[config.mk]
export PLATFORM = sky130hd
export DESIGN_NAME = alu_simd_output_stage
export DESIGN_NICKNAME = d
export VERILOG_FILES = /design/src/rtl/alu_simd_pkg.sv /design/src/rtl/alu_lane_pattern_detect.sv /design/src/rtl/alu_simd_output_stage.sv
export SDC_FILE = /design/constraint.sdc
export NUM_CORES = 1
export LEC_CHECK = 0
export ABC_CLOCK_PERIOD_IN_PS = 2650
export BUFFER_PORTS_ARGS = -buffer_cell sky130_fd_sc_hd__buf_2
export CORE_MARGIN = 3
export CORE_UTILIZATION = 45
export DETAILED_ROUTE_END_ITERATION = 12
export PLACE_DENSITY = 0.76
export SLEW_MARGIN = 15
export SYNTH_ARGS = -nofsm -noshare
export SYNTH_HDL_FRONTEND = slang
export SYNTH_HIERARCHICAL = 1
export SYNTH_SLANG_ARGS = --single-unit
export TNS_END_PERCENT = 10
[constraint.sdc]
create_clock -name clk -period 2.65 [get_ports clk]
set_input_delay 0.3975 -clock clk [delete_from_list [all_inputs] [get_ports clk]]
set_output_delay 0.3975 -clock clk [all_outputs]
set_load 0.02 [all_outputs]
[src/rtl/alu_simd_pkg.sv]
// Shared SIMD definitions for the ALU and its output stage: slice geometry,
// mode encodings, lane membership and the top-slice table used for carries.
package alu_simd_pkg;

    localparam int DATA_W   = 90;
    localparam int N_SLICES = 8;
    localparam int N_LANES  = 8;

    localparam int SLICE_W   [N_SLICES] = '{26, 10, 8, 10, 8, 10, 8, 10};
    localparam int SLICE_LSB [N_SLICES] = '{0, 26, 36, 44, 54, 62, 72, 80};

    typedef enum logic [1:0] {
        SIMD_ONE   = 2'b00,
        SIMD_TWO   = 2'b01,
        SIMD_FOUR  = 2'b10,
        SIMD_EIGHT = 2'b11
    } simd_mode_e;

    // Highest slice of each lane; its odd carry bit is the lane carry.
    localparam int TOP_SLICE [4][N_LANES] = '{
        '{7, 0, 0, 0, 0, 0, 0, 0},
        '{3, 7, 0, 0, 0, 0, 0, 0},
        '{1, 3, 5, 7, 0, 0, 0, 0},
        '{0, 1, 2, 3, 4, 5, 6, 7}
    };

    function automatic logic [DATA_W-1:0] slice_bits(input int s);
        logic [DATA_W-1:0] ones;
        ones = '1;
        return (ones >> (DATA_W - SLICE_W[s])) << SLICE_LSB[s];
    endfunction

    function automatic logic [N_SLICES-1:0] lane_mask(input simd_mode_e mode, input int lane);
        int n_lanes;
        int per_lane;
        logic [N_SLICES-1:0] ones;
        n_lanes  = 1 << int'(mode);
        per_lane = N_SLICES >> int'(mode);
        ones     = '1;
        if (lane >= n_lanes) return '0;
        return (ones >> (N_SLICES - per_lane)) << (lane * per_lane);
    endfunction

endpackage

[src/rtl/alu_lane_pattern_detect.sv]
// Combinational per-lane pattern / inverse-pattern match and lane carry
// selection for one candidate P value in the given SIMD mode.
module alu_lane_pattern_detect
    import alu_simd_pkg::*;
#(
    parameter logic [DATA_W-1:0] PATTERN = '0,
    parameter logic [DATA_W-1:0] MASK    = '0
) (
    input  logic [DATA_W-1:0]     value_i,
    input  simd_mode_e            mode_i,
    input  logic [2*N_SLICES-1:0] carry_out_i,
    output logic [N_LANES-1:0]    pd_o,
    output logic [N_LANES-1:0]    pbd_o,
    output logic [N_LANES-1:0]    carry_o
);

    logic [DATA_W-1:0]   diff_pd;
    logic [DATA_W-1:0]   diff_pbd;
    logic [N_SLICES-1:0] slice_pd;
    logic [N_SLICES-1:0] slice_pbd;
    logic [N_SLICES-1:0] slice_carry;

    always_comb begin
        diff_pd  = (value_i ^ PATTERN) & ~MASK;
        diff_pbd = (value_i ^ ~PATTERN) & ~MASK;
        for (int s = 0; s < N_SLICES; s++) begin
            slice_pd[s]    = ~|(diff_pd & slice_bits(s));
            slice_pbd[s]   = ~|(diff_pbd & slice_bits(s));
            slice_carry[s] = carry_out_i[2*s+1];
        end
        // A lane matches only when every slice it owns matches; unused lanes read 0.
        for (int k = 0; k < N_LANES; k++) begin
            pd_o[k]    = (lane_mask(mode_i, k) != '0) && ((lane_mask(mode_i, k) & ~slice_pd) == '0);
            pbd_o[k]   = (lane_mask(mode_i, k) != '0) && ((lane_mask(mode_i, k) & ~slice_pbd) == '0);
            carry_o[k] = (lane_mask(mode_i, k) != '0)
                         && (|(slice_carry & (8'b1 << TOP_SLICE[mode_i][k])));
        end
    end

endmodule

[src/rtl/alu_simd_output_stage.sv]
// Output register stage behind the 90-bit SIMD ALU: P accumulator register,
// per-lane carry, pattern detect, overflow/underflow and optional auto-reset.
module alu_simd_output_stage
    import alu_simd_pkg::*;
#(
    parameter logic [89:0] PATTERN          = 90'h0,
    parameter logic [89:0] MASK             = 90'h0,
    parameter int          AUTORESET_PATDET = 0
) (
    input  logic        clk,
    input  logic        reset,
    input  logic        CEP,
    input  logic [1:0]  USE_SIMD,
    input  logic [89:0] S,
    input  logic [15:0] result_SIDM_carry_out,
    output logic [89:0] P,
    output logic [7:0]  CARRYOUT,
    output logic [7:0]  PATTERNDETECT,
    output logic [7:0]  PATTERNBDETECT,
    output logic [7:0]  OVERFLOW,
    output logic [7:0]  UNDERFLOW
);

    simd_mode_e  mode_q, mode_d;
    logic [89:0] p_q, p_d;
    logic [7:0]  carry_q, carry_d, carry_raw;
    logic [7:0]  pd_q, pd_d, pbd_q, pbd_d;
    logic [7:0]  of_q, of_d, uf_q, uf_d;
    logic [7:0]  pd_past_q, pd_past_d, pbd_past_q, pbd_past_d;
    logic [7:0]  fire, clear_slices, lane_cleared, same_mode;
    logic [89:0] clear_bits;

    assign mode_d = simd_mode_e'(USE_SIMD);

    alu_lane_pattern_detect #(
        .PATTERN (PATTERN),
        .MASK    (MASK)
    ) u_detect (
        .value_i     (p_d),
        .mode_i      (mode_d),
        .carry_out_i (result_SIDM_carry_out),
        .pd_o        (pd_d),
        .pbd_o       (pbd_d),
        .carry_o     (carry_raw)
    );

    always_comb begin
        case (AUTORESET_PATDET)
            1:       fire = pd_q;
            2:       fire = of_q | uf_q;
            default: fire = '0;
        endcase
        // Firing flags belong to the lanes of the mode they were computed in.
        clear_slices = '0;
        for (int k = 0; k < N_LANES; k++) begin
            if (fire[k]) clear_slices = clear_slices | lane_mask(mode_q, k);
        end
        clear_bits = '0;
        for (int s = 0; s < N_SLICES; s++) begin
            if (clear_slices[s]) clear_bits = clear_bits | slice_bits(s);
        end
        p_d = S & ~clear_bits;
        for (int k = 0; k < N_LANES; k++) begin
            lane_cleared[k] = |(lane_mask(mode_d, k) & clear_slices);
        end
        carry_d = carry_raw & ~lane_cleared;

        // Past flags from another lane layout are meaningless, so a mode change voids them.
        same_mode  = {8{mode_d == mode_q}};
        of_d       = pd_past_q & ~pd_d & ~pbd_d & same_mode;
        uf_d       = pbd_past_q & ~pd_d & ~pbd_d & same_mode;
        pd_past_d  = pd_d & same_mode;
        pbd_past_d = pbd_d & same_mode;
    end

    // NOTE: sequential state uses non-blocking assignments so every register samples pre-edge values.
    always_ff @(posedge clk) begin
        if (reset) begin
            mode_q     <= SIMD_ONE;
            p_q        <= '0;
            carry_q    <= '0;
            pd_q       <= '0;
            pbd_q      <= '0;
            of_q       <= '0;
            uf_q       <= '0;
            pd_past_q  <= '0;
            pbd_past_q <= '0;
        end else if (CEP) begin
            mode_q     <= mode_d;
            p_q        <= p_d;
            carry_q    <= carry_d;
            pd_q       <= pd_d;
            pbd_q      <= pbd_d;
            of_q       <= of_d;
            uf_q       <= uf_d;
            pd_past_q  <= pd_past_d;
            pbd_past_q <= pbd_past_d;
        end
    end

    assign P              = p_q;
    assign CARRYOUT       = carry_q;
    assign PATTERNDETECT  = pd_q;
    assign PATTERNBDETECT = pbd_q;
    assign OVERFLOW       = of_q;
    assign UNDERFLOW      = uf_q;

endmodule

### Word-level counts from Yosys, hierarchy flattened

Index checks and enable logic that the tools add are counted.

* register bits after elaboration: 148
* input port bits: 111
* output and inout bits: 130
* logic and storage cells: 195

* add/sub/neg operators: 1
* multiply operators: 4
* $lt $le $gt $ge: 9
* equal/unequal tests: 1
* shifts and indexed selects: 18
* multiplexer cells: 27
* bitwise operators: 38
* reduce and logical (&&, ||, !) cells: 88

Operator list (count)
* 256-bit binary-select mux with 2-bit select: 1
* 256-bit two-way mux: 2
* 8-bit AND: 32
* 1-bit by 32-bit left shift with 8-bit output (first input constant): 8
* 8-bit by 32-bit left shift with 8-bit output: 7
* 4-bit by 32-bit greater-or-equal comparator with 1-bit output (first input constant): 4
* 8-bit zero test: 16
* 8-bit two-way mux: 16
* 8-bit OR reduction: 14
* 90-bit inverter: 1
* 10-bit OR reduction: 8
* 3-bit by 32-bit greater-or-equal comparator with 1-bit output (first input constant): 2
* 4-bit by 32-bit multiplier with 32-bit output (first input constant): 2
* 8-bit nonzero test: 8
* 26-bit OR reduction: 2
* 1-bit by 32-bit greater-or-equal comparator with 1-bit output (first input constant): 1
* 2-bit by 32-bit greater-or-equal comparator with 1-bit output (first input constant): 1
* 3-bit by 32-bit multiplier with 31-bit output (first input constant): 1
* 3-bit by 32-bit multiplier with 32-bit output (first input constant): 1
* 8-bit inverter: 4
* 1-bit by 2-bit left shift with 32-bit output (first input constant): 1
* 4-bit by 2-bit >> shifter with 32-bit output (first input constant): 1
* 8-bit by 32-bit >> shifter with 8-bit output (first input constant): 1
* 5-bit by 32-bit subtractor with 32-bit output (first input constant): 1
* 6 further kinds: 51

### Depth between registers and ports, before layout

Gate-level depths: netlist (run 1).

* depth after elaboration: 12
* depth in mapped cells: 14
* mapped depth without buffers: 12

### Hierarchy

Netlist (run 1), hierarchy kept.

By module, submodules not included
* alu_simd_output_stage: times used 1, cells an instance 456, area an instance 5108.6 um2, seq. area each 2962.8 um2
* alu_lane_pattern_detect: times used 1, cells an instance 253, area an instance 1582.8 um2, seq. area each 0.0 um2

### Least setup slack after synthesis (run 1)

No wires, ideal clock.

* path type: input to register
* from: input port USE_SIMD[1]
* to: register of_q[7], in the netlist OVERFLOW[7]
* library setup time: 0.061 ns
* arrival: 2.801 ns
* required time: 2.589 ns
* setup slack: -0.212 ns
* stages: 12
* path buffers: 0
* cell sequence: inv_1 > ha_1 > inv_1 > ha_1 > ha_1 > ha_1 > nor4b_1 > o2111ai_1 > o21ai_0 > nor2_1 > nor2_1 > a32o_1

* word-level cells in the longest chain between the ends: 12
* elaborated cells between the ends (all ways): 22
* those cells by class: add/sub (1); mul (1); order compare (1); eq/ne (1); shift (4); mux (2); bitwise (7); reduce/logical (5)

RTL lines
* start: declaration: RTL line alu_simd_output_stage.sv:13 `input logic [1:0] USE_SIMD,`
* branches (longest 4 deep; another with 4-bit by 32-bit multiplier with 32-bit output)
* 8-bit two-way mux *: RTL line alu_simd_pkg.sv:41 `return (ones >> (N_SLICES - per_lane)) << (lane * per_lane);`
* 8-bit AND: RTL line alu_lane_pattern_detect.sv:33 `pd_o[k] = (lane_mask(mode_i, k) != '0) && ((lane_mask(mode_i, k) & ~slice_pd) == '0);`
* 8-bit zero test: RTL line alu_lane_pattern_detect.sv:33
* 1-bit logical AND *: RTL line alu_lane_pattern_detect.sv:33
* named net pd_d[7]: RTL line alu_simd_output_stage.sv:27 `logic [7:0] pd_q, pd_d, pbd_q, pbd_d;`
* 8-bit inverter *: RTL line alu_simd_output_stage.sv:70 `of_d = pd_past_q & ~pd_d & ~pbd_d & same_mode;`
* 8-bit AND * (3 in series): RTL line alu_simd_output_stage.sv:70
* end signal: assignment: RTL line alu_simd_output_stage.sv:84 `of_q <= '0;`
* end signal: assignment: RTL line alu_simd_output_stage.sv:94 `of_q <= of_d;`
* end: declaration: RTL line alu_simd_output_stage.sv:28 `logic [7:0] of_q, of_d, uf_q, uf_d;`

Mark *: on every way through the listed nets, which the timed path passes.
A chain may end at the register's enable or synchronous reset.

### Worst setup path after layout (run 1)

* from: input port USE_SIMD[1]
* to: register uf_q[3], in the netlist UNDERFLOW[3]

* elaborated cells between the ends (all ways): 22
* those cells by class: add/sub (1); mul (1); order compare (1); eq/ne (1); shift (4); mux (2); bitwise (7); reduce/logical (5)

RTL lines
* branches (longest 4 deep; another with 3-bit by 32-bit multiplier with 32-bit output)
* 8-bit two-way mux *: RTL line alu_simd_pkg.sv:41
* 8-bit AND: RTL line alu_lane_pattern_detect.sv:34 `pbd_o[k] = (lane_mask(mode_i, k) != '0) && ((lane_mask(mode_i, k) & ~slice_pbd) == '0);`
* 8-bit zero test: RTL line alu_lane_pattern_detect.sv:34
* 1-bit logical AND *: RTL line alu_lane_pattern_detect.sv:34
* named net pbd_d[3]: RTL line alu_simd_output_stage.sv:27
* 8-bit inverter *: RTL line alu_simd_output_stage.sv:71 `uf_d = pbd_past_q & ~pd_d & ~pbd_d & same_mode;`
* 8-bit AND * (2 in series): RTL line alu_simd_output_stage.sv:71
* end signal: assignment: RTL line alu_simd_output_stage.sv:95 `uf_q <= uf_d;`
* end: declaration: RTL line alu_simd_output_stage.sv:28

Marks and branches as above.

==> results.md, run 1 <==
* Status: finished, final reports clean
* R2r endpoint: UNDERFLOW[3]
* Final cell count without fillers at about 1200
* # diodes at 0
* Worst r2r src: mode_q[1]
* Gr ovfl total at 0
* First-pass GRT wire length at 30.3 mm
* Share of cells above drive strength 1 at between 30 and 40%
* Dpl cells at roughly 1100
* Storage cell area at between 2000 and 3000 um2
* CTS buffer count at 17
* CTS Hold Bufs at 0
* Clock latency on the worst-skew pair at 0.42 ns
* Ports at 241
* Worst hold start: S[87]
* Initial antenna violation count at 0
* Cells after Synth at just over 700
* Clock tree buffer depth at 2
* DP Wirelength at between 10 and 15 mm
* R2R cell count at 4
* Clock Sinks at around 150
* Ys flop type: dfxtp_1
* Final setup viols at 0
* CTS clock-pin slew for the worst setup and hold paths at 0.06 ns
* Met3 routed wirelength at 1.41 mm
* Worst vdd ir at around 0.5 mV
* H-tree depth at 4
* Final hold vios at 0
* Pwr per Cell Area at 635 nW/um2
* Largest net degree at the start of global routing at between 70 and 80
* Die area at about 16000 um2
* PortBufs at around 230
* Register area share after synthesis at approximately 44%
* Slew @ Worst Pin at 0.668 ns
* Post-CTS Setup Repair Bufs at 0
* Ys async rst share at 0%
* Sum Neg Setup Slack at 0 ns
* Area growth, synth to finish at 34.3%
* Fin util at between 60% and 70%
* Post-synth cell types at 58
* Critical Path Source Type: primary input
* Max capacitance violation total at 0
* Root buffer cell: clkbuf_16
* Max-slew violations at 0
* Highest Signal Layer: met4
* Vias at 6344
* Worst Setup End Kind: register
* DR iter-0 viols at 400
* Final antenna-violating net count at 0
* Core Region at 14200 um2
* Min Tclk post-route at between 2 and 2.5 ns
* Die height at 128 um
* Avg Cell Area, Syn at around 9.4 um2
* Relative slew slack at about 55%
* LEAKAGE at ~4.4 nW
* Seq cells post-synth at about 150
* Routed len/inst at roughly 16 um
* CTS tree: yes
* Final critical-path share of the clock period at ~94%
* Yosys Warn Count at 6
* Synthesized Nets at between 800 and 900
* WP data arrival at 2.79 ns
* CP dominant cell by count: ha_4
* Total iterations of the first detailed-routing run at 5
* Critical path type: primary input to register
* Hold depth at 3
* Met2 wire len at a little over 9 mm
* CP max stage delay at about 0.45 ns
* CP startpoint: USE_SIMD[1]
* Required time of the critical path at a little under 3 ns
* Initial Util at a little under half
* Worst clock skew at between 0.009 and 0.01 ns
* Drt total wl at approximately 19 mm
* Multi-input gate area at between 3000 and 4000 um2
* Via-per-instance ratio at 5.43
* DRC at 0
* EDFF count, synth at 0
* Die X at about 130 um
* Row count at 43
* Hold Path Class: primary input to register
* FMAX at 403 MHz
* Unrepaired setup endpoints after global routing: false
* Crit-path cells: buf_2, clkinvlp_4, ha_4, inv_1, ha_1, ha_4, nand3_1, o21ai_0, a21oi_1, nor2b_1, a221oi_1, nor2_1, a32o_1
* Fill cells at around 1300
* WHS Endpoint: P[87]
* Crit path max fanout at 5
* Met1 wire length at 8.08 mm
* Reg2reg setup slack at 1.23 ns
* Number of global-route vias before repair at slightly above 6000
* Post-Syn Area at approximately 6700 um2
* Gpl congestion at just under 1
* Gr usage total at a little under a quarter
* Critical-path top delay cell: a221oi_1
* Hold_ws at 0.247 ns
* Nets at 1103
==> layout by cell type (no fill, tap or decap), drive strengths merged, types with 2 or more instances in the layout <==
cell type | netlist | routed
buf | 29 | 292
nor2 | 149 | 149
dfxtp | 148 | 148
mux2i | 116 | 116
nand2 | 31 | 31
nor4 | 26 | 26
nand4 | 20 | 20
a21oi | 19 | 19
clkbuf | 14 | 19
o21ai | 17 | 17
a32o | 16 | 16
a22o | 16 | 16
ha | 15 | 15
nand3 | 12 | 12
inv | 7 | 7
nor2b | 6 | 6
nor3 | 6 | 6
a221oi | 6 | 6
clkinv | 0 | 6
a31oi | 4 | 4
a22oi | 4 | 4
bufinv | 0 | 3
clkinvlp | 0 | 3
or3 | 3 | 3
a221o | 3 | 3
a222oi | 3 | 3
xor2 | 3 | 3
nand2b | 2 | 2
o211ai | 2 | 2
or4 | 2 | 2
a2111oi | 2 | 2
a211oi | 2 | 2
a21o | 2 | 2
o2111ai | 2 | 2
o22ai | 2 | 2
o311a | 2 | 2
nor4b | 2 | 2
a21boi | 2 | 2
nor3b | 2 | 2
==> area by class of cell <==
class	count	area share, %
Clock buffer	19	5.04
Multi-Input combinational cell	511	39.3
Sequential cell	148	33.0
Tap cell	180	2.51
Clock inverter	12	1.73
Timing Repair Buffer	292	18.2
Inverter	7	0.334
==> per-stage QoR <==
step | area (um2) | setup WS [ns] | power, W
after floorplan | 6730 | 0.0195 | 0.00292
after global placement | 8360 | -0.150 | 0.00326
after detailed placement | 8360 | -0.223 | 0.00327
after CTS | 8970 | 0.201 | 0.00574
after global routing | 8990 | 0.0231 | 0.00593
final | 8990 | 0.171 | 0.00571
==> timing repair <==
| action | in CTS | in global routing |
|---|---|---|
| endpoints found under the setup margin | 0 | 2 |
| hold endpoints to repair | 0 | 0 |
| gates resized for setup | 0 | 2 |
==> cell families after synthesis <==
kind of cell | count (synthesis) | synth area share (%)
AO/OA/AOI/OAI | 109 | 12.3
multiplexers | 117 | 17.5
adder cells (fa/ha/maj) | 15 | 2.80
AND/OR/NAND/NOR | 266 | 18.6
buffers and inverters | 50 | 3.76
flip-flops | 148 | 44.3
XOR/XNOR | 4 | 0.748
==> routing by layer <==
metal	GRT usage, %	up-vias
met4	6.93	0
met3	7.25	34
met1	28.6	2935
li1	-	3129
met5	0	-
met2	38.8	246
==> Yosys cell counts, types with 4 or more instances <==
| cell | instances | area (um2) |
|---|---|---|
| mux2i_1 | 116 | 1160 |
| buf_2 | 12 | 60.1 |
| a221oi_1 | 6 | 52.6 |
| buf_4 | 5 | 37.5 |
| inv_1 | 7 | 26.3 |
| o21ai_0 | 16 | 80.1 |
| a32o_1 | 16 | 160 |
| buf_1 | 8 | 30.0 |
| nand2_1 | 30 | 113 |
| nor2_1 | 149 | 559 |
| nor3_1 | 6 | 30.0 |
| nor4_1 | 24 | 150 |
| buf_6 | 4 | 45.0 |
| nand3_1 | 12 | 60.1 |
| a31oi_1 | 4 | 25.0 |
| ha_1 | 15 | 188 |
| a22o_1 | 16 | 140 |
| nand4_1 | 20 | 125 |
| dfxtp_1 | 148 | 2960 |
| a21oi_1 | 19 | 95.1 |
| clkbuf_1 | 14 | 52.6 |
| nor2b_1 | 6 | 37.5 |
| a22oi_1 | 4 | 30.0 |
==> worst max-delay path: cells and delay by family <==
| family | cells | cell delay [ns] |
|---|---|---|
| adders and majority gates | 3 | 0.72 |
| AOI/OAI and AO/OA | 4 | 1.01 |
| buffers and inverters | 3 | 0.34 |
| and+or+nand+nor | 3 | 0.31 |
==> registers in the layout, summed over array words and instances (netlist names) <==
signal and count:
pbd_past_q 8, pd_past_q 8, OVERFLOW 8, PATTERNDETECT 8, mode_q 2, UNDERFLOW 8
P 90, CARRYOUT 8, PATTERNBDETECT 8
==> where the power goes <==
| group | switching, W | internal (W) |
|---|---|---|
| Clock | 0.000952 | 0.00153 |
| Combinational | 0.000511 | 0.000345 |
| Sequential | 0.0000479 | 0.00233 |
==> worst max path at each step <==
stage / endpoint / slack, ns / depth (start not counted)
after global placement: OVERFLOW[5] / -0.15 / 11
after detailed placement: OVERFLOW[5] / -0.22 / 12
after floorplan: OVERFLOW[7] / 0.02 / 13
final: UNDERFLOW[3] / 0.17 / 13
after global routing: UNDERFLOW[3] / 0.02 / 14
after CTS: UNDERFLOW[3] / 0.20 / 13
No activity file was read; power rests on OpenSTA's default activity.
==> inputs of run 2 (changes only) <==
CELL_PAD_IN_SITES_DETAIL_PLACEMENT = 1   (was default)
CELL_PAD_IN_SITES_GLOBAL_PLACEMENT = 2   (was default)
CORE_UTILIZATION = 26   (was 45)
PLACE_DENSITY = default   (was 0.76)
PLACE_DENSITY_LB_ADDON = 0.1   (was default)
==> results.md, run 2 (same netlist as run 1, synthesis figures left out) <==
* Dpl cells at 1306 (+15%)
* Row count at 58 (+35%)
* Clock Sinks at 148 (unchanged)
* Clock latency on the worst-skew pair at 0.42 ns (about the same)
* Final hold vios at 0 (unchanged)
* Initial Util at 26.5% (-21 points)
* Switching power at 0.00167 W (+11%)
* CTS Hold Bufs at 0 (unchanged)
* Worst Setup End Kind: register
* Die area at 27700 um2 (+69%)
* Max FFs per register at 90 (unchanged)
* Hold Path Class: primary input to register
* Die X at 166 um (+30%)
* H-tree depth at 4 (unchanged)
* Number of global-route vias before repair at 7016 (+15%)
* Gr usage total at 17.7% (-5.4 points)
* Clock tree buffer depth at 2 (unchanged)
* Final antenna-violating net count at 0 (unchanged)
* Switching Fraction at 29.8% (+3.3 points)
* Total iterations of the first detailed-routing run at 5 (unchanged)
* Ports at 241 (unchanged)
* Pre-CTS setup slack at -0.290 ns (-0.0672 ns)
* Core Region at 25300 um2 (+78%)
* Clock power share at 41.5% (-1.9 points)
* Routed len/inst at 18.6 um (+13%)
* # diodes at 0 (unchanged)
* Final cell count without fillers at 1338 (+14%)
* Worst clock skew at 0.00635 ns (-0.00333 ns)
* Int Power at 0.00394 W (-6.2%)
* Critical path type: primary input to register
* Crit path max fanout at 5 (unchanged)
* Via-per-instance ratio at 4.90 (-9.7%)
* Vias at 6557 (+3.4%)
* Max capacitance violation total at 0 (unchanged)
* Gr ovfl total at 0 (unchanged)
* CTS tree: yes
* Worst vdd ir at 0.291 mV (-41%)
* Hold depth at 3 (unchanged)
* Share of cells above drive strength 1 at 35.5% (+1.2 points)
* Final setup viols at 0 (unchanged)
* Logic pwr share at 16.2% (+1.2 points)
* Max-slew violations at 0 (unchanged)
* FMAX at 410 MHz (+1.6%)
* Reg power frac at 42.3% (+0.7 points)
* Final WS setup at 0.211 ns (+0.0401 ns)
* Area growth, synth to finish at 38.7%
* Gpl congestion at 0.878 (-9.9%)
* Largest net degree at the start of global routing at 86 (+13%)
* Design area at 9280 um2 (+3.2%)
* Slew @ Worst Pin at 0.548 ns (-0.120 ns)
* CTS clock-pin slew for the worst setup and hold paths at 0.07 ns (about the same)
* Min Tclk post-route at 2.44 ns (-0.0401 ns)
* Critical Path Source Type: primary input
* DP Wirelength at 19.3 mm (+33%)
* Unrepaired setup endpoints after global routing: false
* Drt total wl at 24.9 mm (+30%)
* Die height at 166 um (+30%)
* PortBufs at 232 (unchanged)
* First-pass GRT wire length at 39.5 mm (+30%)
* Pwr per Cell Area at 605 nW/um2 (-4.8%)
* Power consumption at 0.00561 W (-1.7%)
* Final critical-path share of the clock period at 92.0% (-1.5 points)
* Nets at 1121 (+1.6%)
* CTS buffer count at 17 (unchanged)
* Initial antenna violation count at 0 (unchanged)
* WP data arrival at 2.74 ns (-0.05 ns)
* DRC at 0 (unchanged)
* R2R cell count at 4 (unchanged)
* LEAKAGE at 4.42 nW (+1.6%)
* DP Area at 8710 um2 (+4.2%)
* Status: finished, final reports clean
* Required time of the critical path at 2.96 ns (about the same)
* DR iter-0 viols at 233 (-42%)
* Relative slew slack at 63.3% (+8.0 points)
* Most common cell after layout, fill and taps aside: buf_2
* Root buffer cell: clkbuf_16
* Commonest cells after routing, fill and taps aside: buf_2 (230), dfxtp_1 (148), nor2_1 (148), mux2i_1 (116), buf_4 (76)
* Fill cells at 2987 (+140%)
* Hold_ws at 0.245 ns (-0.00194 ns)
* Reg2reg setup slack at 1.20 ns (-0.03 ns)
[run 2: cell type report]
| class | instances | area, um2 | area share [%] |
|---|---|---|---|
| clock inverters | 14 | 119 | 1.28 |
| repair buffers | 310 | 1790 | 19.3 |
| clock buffers | 18 | 439 | 4.73 |
| well taps | 330 | 413 | 4.45 |
| flip-flops and latches | 148 | 2960 | 31.9 |
| inverters | 7 | 30.0 | 0.324 |
| multi-input cells | 511 | 3520 | 38.0 |
[run 2: timing repair]
action | CTS | global route
endpoints found under the setup margin | 0 | 2
resized for setup | 0 | 2
buffers inserted | 0 | 0
[run 2: final timing paths]
path,startpoint,to
worst min-delay path,S[45],P[45]
worst min register to register,UNDERFLOW[0],UNDERFLOW[0]
worst max register to register,mode_q[1],OVERFLOW[5]
worst max-delay path,USE_SIMD[1],OVERFLOW[5]
[run 2: worst max-delay path: stages]
cell	delay, ns
buf_2	0.15
clkinvlp_4	0.14
ha_4	0.20
ha_1	0.24
xnor2_2	0.21
nor2_1	0.09
o2111a_1	0.24
or4_1	0.41
nor3_2	0.29
nor2_1	0.10
a32o_1	0.27
[run 2: layer usage]
| metal | track usage [%] | up-vias | wire length, um |
|---|---|---|---|
| li1 | - | 3159 | - |
| met1 | 22.5 | 3221 | 11300 |
| met2 | 30.6 | 160 | 12100 |
| met3 | 3.75 | 17 | 1140 |
| met4 | 4.59 | 0 | 288 |
| met5 | 0 | - | 0 |
[run 2: stage by stage]
step / TNS (ns) / utilization [%]
2_1_floorplan: 0 / -
3_3_place_gp: -1.24 / 34.5
3_5_place_dp: -2.18 / 34.5
4_1_cts: 0 / 36.7
5_1_grt: 0 / 36.7
6_report: 0 / 36.7
[run 2: power groups by stage]
stage / clock network, W / registers [W] / logic [W]
floorplan: 0 / 0.00254 / 0.000384
global placement: 0 / 0.00242 / 0.000895
detailed placement: 0 / 0.00243 / 0.000915
CTS: 0.00243 / 0.00238 / 0.000919
global route: 0.00253 / 0.00239 / 0.000991
finish: 0.00233 / 0.00238 / 0.000909
